`src/rtl/jtag_cmd_seq.sv`:
```
// JTAG command sequencer: turns RESET / TMS_SEQ / SCAN / SCAN_FLIP_TMS commands into tck/tms/tdi bit streams.
// Optional tck rising-edge counter output enabled by defining JTAG_CMD_SEQ_CNT_EN.
module jtag_cmd_seq #(
  parameter int unsigned TCK_DIV = 4
) (
  input  logic        clk_i,
  input  logic        rst_ni,
  input  logic        cmd_valid_i,
  output logic        cmd_ready_o,
  input  logic [1:0]  cmd_op_i,
  input  logic [4:0]  cmd_nbits_i,
  input  logic [31:0] cmd_data_i,
  output logic        rsp_valid_o,
  input  logic        rsp_ready_i,
  output logic [31:0] rsp_data_o,
  output logic        tck_o,
  output logic        tms_o,
  output logic        tdi_o,
  input  logic        tdo_i,
  output logic        busy_o
`ifdef JTAG_CMD_SEQ_CNT_EN
  ,
  output logic [15:0] tck_count_o
`endif
);

  localparam logic [2:0] IDLE     = 3'd0;
  localparam logic [2:0] LOAD     = 3'd1;
  localparam logic [2:0] SHIFT_LO = 3'd2;
  localparam logic [2:0] SHIFT_HI = 3'd3;
  localparam logic [2:0] RESP     = 3'd4;

  localparam logic [1:0] OP_RESET = 2'd0;
  localparam logic [1:0] OP_TMS   = 2'd1;
  localparam logic [1:0] OP_SCAN  = 2'd2;

  localparam logic [7:0] DIV_LAST = 8'(TCK_DIV - 1);

  logic [2:0]  state_q, state_d;
  logic [1:0]  op_q, op_d;
  logic [4:0]  last_q, last_d;
  logic [31:0] data_q, data_d;
  logic [4:0]  cnt_q, cnt_d;
  logic [7:0]  div_q, div_d;
  logic        tck_q, tck_d;
  logic        tms_q, tms_d;
  logic        tdi_q, tdi_d;
  logic [31:0] rsp_q, rsp_d;
  logic        alive_q;
  logic        div_end;

  // TMS/TDI value for bit idx of the captured command
  function automatic logic bit_tms(input logic [1:0] op, input logic [4:0] idx,
                                   input logic [4:0] last, input logic [31:0] data);
    case (op)
      OP_RESET: bit_tms = (idx < 5'd5);
      OP_TMS:   bit_tms = data[idx];
      OP_SCAN:  bit_tms = 1'b0;
      default:  bit_tms = (idx == last);
    endcase
  endfunction

  function automatic logic bit_tdi(input logic [1:0] op, input logic [4:0] idx,
                                   input logic [31:0] data);
    bit_tdi = op[1] ? data[idx] : 1'b0;
  endfunction

  assign div_end     = (div_q == DIV_LAST);
  assign cmd_ready_o = alive_q && (state_q == IDLE);
  assign busy_o      = (state_q != IDLE);
  assign rsp_valid_o = (state_q == RESP);
  assign rsp_data_o  = rsp_q;
  assign tck_o       = tck_q;
  assign tms_o       = tms_q;
  assign tdi_o       = tdi_q;

  always_comb begin
    state_d = state_q;
    op_d    = op_q;
    last_d  = last_q;
    data_d  = data_q;
    cnt_d   = cnt_q;
    div_d   = div_q;
    tck_d   = tck_q;
    tms_d   = tms_q;
    tdi_d   = tdi_q;
    rsp_d   = rsp_q;
    case (state_q)
      IDLE: begin
        if (cmd_valid_i && cmd_ready_o) begin
          op_d    = cmd_op_i;
          last_d  = (cmd_op_i == OP_RESET) ? 5'd5 : cmd_nbits_i;
          data_d  = cmd_data_i;
          rsp_d   = '0;
          state_d = LOAD;
        end
      end
      LOAD: begin
        tms_d   = bit_tms(op_q, 5'd0, last_q, data_q);
        tdi_d   = bit_tdi(op_q, 5'd0, data_q);
        cnt_d   = '0;
        div_d   = '0;
        state_d = SHIFT_LO;
      end
      SHIFT_LO: begin
        if (div_end) begin
          div_d        = '0;
          tck_d        = 1'b1;
          rsp_d[cnt_q] = tdo_i;
          state_d      = SHIFT_HI;
        end else begin
          div_d = div_q + 8'd1;
        end
      end
      SHIFT_HI: begin
        // falling tck edge: either launch the next bit or park the lines at zero
        if (div_end) begin
          div_d = '0;
          tck_d = 1'b0;
          if (cnt_q == last_q) begin
            tms_d   = 1'b0;
            tdi_d   = 1'b0;
            state_d = op_q[1] ? RESP : IDLE;
          end else begin
            cnt_d   = cnt_q + 5'd1;
            tms_d   = bit_tms(op_q, cnt_q + 5'd1, last_q, data_q);
            tdi_d   = bit_tdi(op_q, cnt_q + 5'd1, data_q);
            state_d = SHIFT_LO;
          end
        end else begin
          div_d = div_q + 8'd1;
        end
      end
      RESP: begin
        if (rsp_ready_i) state_d = IDLE;
      end
      default: state_d = IDLE;
    endcase
  end

  always_ff @(posedge clk_i or negedge rst_ni) begin
    if (!rst_ni) begin
      state_q <= IDLE;
      op_q    <= '0;
      last_q  <= '0;
      data_q  <= '0;
      cnt_q   <= '0;
      div_q   <= '0;
      tck_q   <= 1'b0;
      tms_q   <= 1'b0;
      tdi_q   <= 1'b0;
      rsp_q   <= '0;
      alive_q <= 1'b0;
    end else begin
      state_q <= state_d;
      op_q    <= op_d;
      last_q  <= last_d;
      data_q  <= data_d;
      cnt_q   <= cnt_d;
      div_q   <= div_d;
      tck_q   <= tck_d;
      tms_q   <= tms_d;
      tdi_q   <= tdi_d;
      rsp_q   <= rsp_d;
      alive_q <= 1'b1;
    end
  end

`ifdef JTAG_CMD_SEQ_CNT_EN
  logic [15:0] tck_count_q;

  always_ff @(posedge clk_i or negedge rst_ni) begin
    if (!rst_ni) begin
      tck_count_q <= '0;
    end else if (state_q == SHIFT_LO && div_end) begin
      tck_count_q <= tck_count_q + 16'd1;
    end
  end

  assign tck_count_o = tck_count_q;
`endif

endmodule

```
`config.mk`:
```
export PLATFORM = sky130hd
export DESIGN_NAME = jtag_cmd_seq
export DESIGN_NICKNAME = d
export VERILOG_FILES = /design/src/rtl/jtag_cmd_seq.sv
export SDC_FILE = /design/constraint.sdc
export NUM_CORES = 1
export LEC_CHECK = 0
export CORE_UTILIZATION = 40
export CTS_CLUSTER_SIZE = 14
export DETAILED_ROUTE_END_ITERATION = 16
export PLACE_DENSITY = 0.67
export SYNTH_ARGS = -nofsm -noshare
export SYNTH_HDL_FRONTEND = slang
export SYNTH_SLANG_ARGS = --single-unit
```
`constraint.sdc`:
```
create_clock -name clk_i -period 6 [get_ports clk_i]
set_clock_uncertainty 0.2 [all_clocks]
set_input_delay 0.9 -clock clk_i [delete_from_list [all_inputs] [get_ports clk_i]]
set_output_delay 0.9 -clock clk_i [all_outputs]
set_load 0.02 [all_outputs]
```
==> results of run 1 <==
## layer usage
metal  vias up  GRT usage [%]  wire (microns)
met1      1631           25.5            4770
li1       1623              -               -
met4         0           7.05             138
met5         -              0               0
met2        86           30.3            4830
met3        12           2.59             414
## kinds of logic (layout without fill, tap and decap cells)
family / after synthesis / count (layout)
buf+inv: 39 / 106
compound gates: 108 / 108
xor+xnor: 14 / 14
simple gates: 90 / 90
mux: 47 / 47
other cells: 1 / 1
fa+ha+maj: 5 / 5
flops: 91 / 91
## flip-flops by register name, summed over array words and instances (netlist names)
register	cells
cnt_q	5
state_q	3
tdi_o	1
tck_o	1
data_q	32
tms_o	1
op_q	2
alive_q	1
rsp_data_o	32
div_q	8
last_q	5
## placed cells by master (no fill, tap or decap), drive strengths merged, types with 5 or more instances in the layout
master | netlist | final
clkbuf | 23 | 10
clkdlybuf4s50 | 0 | 80
dfrtp | 91 | 91
ha | 5 | 5
inv | 7 | 9
mux2 | 34 | 34
mux4 | 9 | 9
nand2 | 31 | 31
nand3 | 13 | 13
nand4 | 6 | 6
nor2 | 12 | 12
nor3 | 7 | 7
o211ai | 16 | 16
o21ai | 32 | 32
o311ai | 13 | 13
o31ai | 18 | 18
o41ai | 9 | 9
xnor2 | 6 | 6
xor2 | 8 | 8
## power by group
part,switching [W],internal [W]
Combinational,0.000334,0.000352
Sequential,0.000164,0.000775
Clock,0.000227,0.000155
Total,0.000725,0.00128
## final cells by class
| type | count | area [sq um] | share of cell area (%) |
|---|---|---|---|
| well taps | 140 | 175 | 3.17 |
| flip-flops and latches | 91 | 2280 | 41.2 |
| multi-input cells | 265 | 2050 | 37.1 |
| clock buffers | 10 | 128 | 2.31 |
| repair buffers | 83 | 823 | 14.9 |
| inverters | 7 | 26.3 | 0.475 |
| clock inverters | 6 | 48.8 | 0.882 |
## critical path, cell delays in order, from the launching register on
cell and delay, ps:
dfrtp_1 790, inv_1 160, ha_1 610, mux4_2 360
mux4_2 500, a2111oi_2 380, o31ai_1 100
## worst min-delay path by stage
stage / from / slack, ps / end / cells after the start
global route: rst_ni / 250 / rsp_data_o[2] / 1
detailed placement: div_q[7] / 290 / div_q[7] / 1
finish: rst_ni / 230 / rsp_data_o[3] / 1
floorplan: div_q[7] / 250 / div_q[7] / 1
CTS: rst_ni / 230 / rsp_data_o[2] / 1
global placement: data_q[10] / 280 / data_q[10] / 1
## through the flow
step / total power (W) / worst slack (ps)
6_report: 0.00201 / 2780
3_3_place_gp: 0.00161 / 2910
3_5_place_dp: 0.00164 / 2810
2_1_floorplan: 0.00143 / 3160
5_1_grt: 0.00214 / 2570
4_1_cts: 0.00202 / 2770
==> impl_results.md, run 1 <==
- Status: finished, final reports clean
- Post-synth EDFFs: 0
- Worst setup EP type: register
- Share of the synthesized area in the top cell type: 50.7%
- Reg2reg start: cnt_q[0]
- Maximum VDD drop: 0.000155 V
- IO Pins: 82
- H-tree Lvls: 3
- Global-route wire length before repair: 16,900 microns
- Final Cycle Share: 53.7%
- Antenna violations before repair: 0
- Wirelength per Cell: 16.9 microns
- Count of input and output buffers: 81
- Post-synthesis xor/xnor area fraction: 2.73%
- CTS root buf: clkbuf_8
- Post-route setup TNS: 0 ps
- # setup viols final: 0
- Largest net degree at the start of global routing: 78
- FFs w/ async S/R, synth: 100%
- Final wirelength: 10,200 microns
- Max frequency: 311 MHz
- Placed inst area: 5360 sq um
- Largest family of logic cells by synthesized area: compound AO/OA/AOI/OAI gates
- Avg Inst Size Synth: 11.4 sq um
- GR Overflow Total: 0
- Die H: 108 microns
- Cts bufs inserted: 9
- RR Endpoint: tms_o
- Slew margin rel.: 37.0%
- GP Congestion: 0.848
- Cells after Synth: 395
- Num rows: 38
- Yosys cell types: 53
- Synth top area cells: dfrtp_1 51%, mux2_2 8.5%, mux4_1 4.1%
- Syn-to-layout area delta: 23.1%
- Hold_buf cts: 0
- Synthesis Warnings: 0
- Filler cells: 995
- Post-synth top cells: 91 x dfrtp_1, 34 x mux2_2, 32 x o21ai_0
- Final Net Count: 506
- Tightest Pin Transition: 943 ps
- Starting density of the core: 41.3%
- Crit path launch type: register
- DIE WIDTH: 108 microns
- Critical path arrival: 3250 ps
- Die Area: 11,700 sq um
- Synth Area in Simple Gates: 9.77%
- Clk slew on worst S/H paths: 100 ps
- Synth Area in Adders: 1.39%
- DP Wirelength: 7190 microns
- Max-cap violations: 0
- DRC: 0
- CP Data Required Time: 6030 ps
- Most frequent cell after synthesis: dfrtp_1
- Detailed-router iteration count before antenna repair: 4
- Max Slew Vio Count: 0
- Post-cts sizing count: 0
- Mux share of post-synthesis cell area: 14.5%
- Final min period: 3220 ps
- Layout Cells excl Fill: 602
- Iteration-0 DRC Markers: 225
- Clk buf depth: 2
- Vias per cell: 5.57
- DR vias: 3,352
- Setup crit end: tms_o
- CP startpoint: cnt_q[0]
- Seq cells post-synth: 91
- Mapped Nets: 444
- Final instance area: 5530 sq um
- RSZ-0062 raised after global routing: no
- Critical path class: reg2reg
- Final Hold Vio Count: 0
- Hold_ws: 228 ps
- DP Cell Count: 586
- Sequential fraction of the synthesis area: 50.7%
- Reg2reg setup slack: 2780 ps
- All-layer global routing usage: 18.7%
- Compound-Gate Fraction of Synth Area: 17.2%
- DRT antenna net count: 0
- Area leader, netlist: dfrtp_1
- Share of cells above drive strength 1: 12.8%
- Clock sink count: 91
- Vias in the first global route: 3,371
- Pwr Density: 363 nW/um^2
- LEAKAGE: 2.32 nW
- FF-to-FF path depth: 6
- Critical path peak fanout: 16
- # diodes: 0
- CTS tree: yes
- Core Util, Final: 50.8%
- Mapped cell area: 4490 sq um
- Post-CTS Setup Repair Bufs: 0
- Predominant post-synthesis flop cell: dfrtp_1
- Hold/Removal Path Class: in2async
- Core area: 10,900 sq um
- Skew-Pair Late Insertion Delay: 360 ps
No activity file was read; power rests on OpenSTA's default activity.
==> run 2: changes to the inputs <==
--- a/config.mk
+++ b/config.mk
@@ -8,7 +8,7 @@
 export CORE_UTILIZATION = 40
 export CTS_CLUSTER_SIZE = 14
 export DETAILED_ROUTE_END_ITERATION = 16
-export PLACE_DENSITY = 0.67
+export PLACE_DENSITY = 0.69
 export SYNTH_ARGS = -nofsm -noshare
 export SYNTH_HDL_FRONTEND = slang
 export SYNTH_SLANG_ARGS = --single-unit
==> constraint.sdc (replaced) <==
create_clock -name clk_i -period 2.9 [get_ports clk_i]
set_clock_uncertainty 0.2 [all_clocks]
set_input_delay 0.435 -clock clk_i [delete_from_list [all_inputs] [get_ports clk_i]]
set_output_delay 0.435 -clock clk_i [all_outputs]
set_load 0.02 [all_outputs]
==> impl_results.md, run 2 (synthesis gave the netlist of run 1 again) <==
- Status: finished, final reports clean
- Detailed-router iteration count before antenna repair: 4
- CP Data Required Time: 2930 ps
- DR vias: 3,455
- GP Congestion: 0.868
- Pwr Density: 773 nW/um^2
- DRT antenna net count: 0
- DIE WIDTH: 108 microns
- Critical path class: reg2reg
- Final Hold Vio Count: 0
- Final wirelength: 10,400 microns
- Clk slew on worst S/H paths: 90 ps
- Clock sink count: 91
- M1 WL: 4680 microns
- Die Area: 11,700 sq um
- # setup viols final: 0
- Final Net Count: 518
- CTS tree: yes
- Placed inst area: 5450 sq um
- Slowest CP cell: nor4_1
- Die H: 108 microns
- Clk buf depth: 2
- Critical path arrival: 2660 ps
- Most common cell after layout, fill and taps aside: dfrtp_1
- # diodes: 0
- Max-cap violations: 0
- Share of cells above drive strength 1: 14.6%
- Max Slew Vio Count: 0
- Met2 wire length: 5160 microns
- LEAKAGE: 2.41 nW
- Crit path launch type: register
- RSZ-0062 raised after global routing: no
- Worst setup EP type: register
- DP Wirelength: 7770 microns
- Hold/Removal Path Class: reg2reg
- Post-route setup TNS: 0 ps
- IO Pins: 82
- Worst-path cell chain: nor4_1, and4_1, nand2_1, o311ai_0, o41ai_1
- Antenna violations before repair: 0
- CP max stage delay: 510 ps
- Largest net degree at the start of global routing: 63
- Starting density of the core: 41.3%
- DRC: 0
- Syn-to-layout area delta: 26.3%
- All-layer global routing usage: 19.1%
- Max Used Layer: met4
- Slew margin rel.: 49.2%
- Vias per cell: 5.64
- Core Util, Final: 52.1%
- Num rows: 38
- H-tree Lvls: 3
- Cts bufs inserted: 9
- Vias in the first global route: 3,417
- Wirelength per Cell: 17.0 microns
- CTS root buf: clkbuf_8
- Max frequency: 381 MHz
- Iteration-0 DRC Markers: 189
- Final Cycle Share: 90.4%
- Count of input and output buffers: 81
- CP top delay family: simple AND/OR/NAND/NOR gates
- Routed wl met3: 396 microns
- Final instance area: 5680 sq um
- Skew-Pair Late Insertion Delay: 360 ps
- Most frequent cells in the layout: 91 x dfrtp_1, 80 x clkdlybuf4s50_1, 34 x mux2_2
- Critical path buffers and inverters: 0
- Tightest Pin Transition: 756 ps
- GR Overflow Total: 0
- Critical path peak fanout: 14
- Maximum VDD drop: 0.000373 V
- Core area: 10,900 sq um
- Global-route wire length before repair: 17,100 microns
- Final min period: 2620 ps
run 2: changes by cell type in the layout (fill, tap and decap cells not counted):
cell / delta
buf_4: +10
bufinv_16: +2
buf_12: +1
clkbuf_8: +1
clkinv_2: -1
clkinv_4: -1
dlygate4sd3_1: +1
inv_6: -1
inv_8: -1
run 2: per-stage QoR:
stage	power (W)	setup WS (ps)	hold WS, ps	std cells
2_1_floorplan	0.00295	62.5	-60.6	395
3_3_place_gp	0.00340	439	229	597
3_5_place_dp	0.00347	326	238	597
4_1_cts	0.00442	293	312	613
5_1_grt	0.00465	77.5	327	613
6_report	0.00439	278	304	613
run 2: final timing paths:
path,from,end,slack (ps),cells after the start
worst max-delay path,div_q[4],rsp_data_o[26],280,5
worst min-delay path,div_q[7],div_q[7],300,1
worst max register to register,div_q[4],rsp_data_o[26],280,5
worst min register to register,div_q[7],div_q[7],300,1
max in group asynchronous,rst_ni,data_q[5],1390,3
min in group asynchronous,rst_ni,rsp_data_o[2],370,2
run 2: area by class of cell:
class | instances | area [sq um]
Fill cell | 966 | 5210
Inverter | 7 | 26.3
Sequential cell | 91 | 2280
Multi-Input combinational cell | 265 | 2050
Tap cell | 140 | 175
Clock inverter | 4 | 75.1
Timing Repair Buffer | 95 | 928
Clock buffer | 11 | 141
run 2: routing by layer:
layer / vias up / track usage (%)
li1: 1646 / -
met1: 1707 / 25.5
met2: 88 / 31.3
met3: 14 / 3.25
met4: 0 / 6.75
met5: - / 0
run 2: worst register-to-register path: stages (launching register included):
cell      delay [ps]
dfrtp_1          450
nor4_1           510
and4_1           450
nand2_1          360
o311ai_0         410
o41ai_1          130
run 2: where the power goes:
part / total, W / switching, W / internal [W]
logic: 0.00155 / 0.000774 / 0.000781
registers: 0.00190 / 0.000293 / 0.00161
clock network: 0.000933 / 0.000429 / 0.000504
total: 0.00439 / 0.00150 / 0.00289
run 2: repair_timing:
| item | CTS | global route |
|---|---|---|
| resized for setup | 0 | 0 |
| endpoints found under the setup margin | 0 | 0 |
| endpoints found under the hold margin | 38 | 0 |
| buffers inserted | 0 | 0 |
| hold buffers | 1 | 0 |
==> run 3: changes to the inputs <==
--- a/config.mk
+++ b/config.mk
@@ -5,6 +5,7 @@
 export SDC_FILE = /design/constraint.sdc
 export NUM_CORES = 1
 export LEC_CHECK = 0
+export ABC_CLOCK_PERIOD_IN_PS = 2900
 export CORE_UTILIZATION = 40
 export CTS_CLUSTER_SIZE = 14
 export DETAILED_ROUTE_END_ITERATION = 16
==> results of run 3 <==
The final DEF is identical to that of run 2; final timing and power are the same.
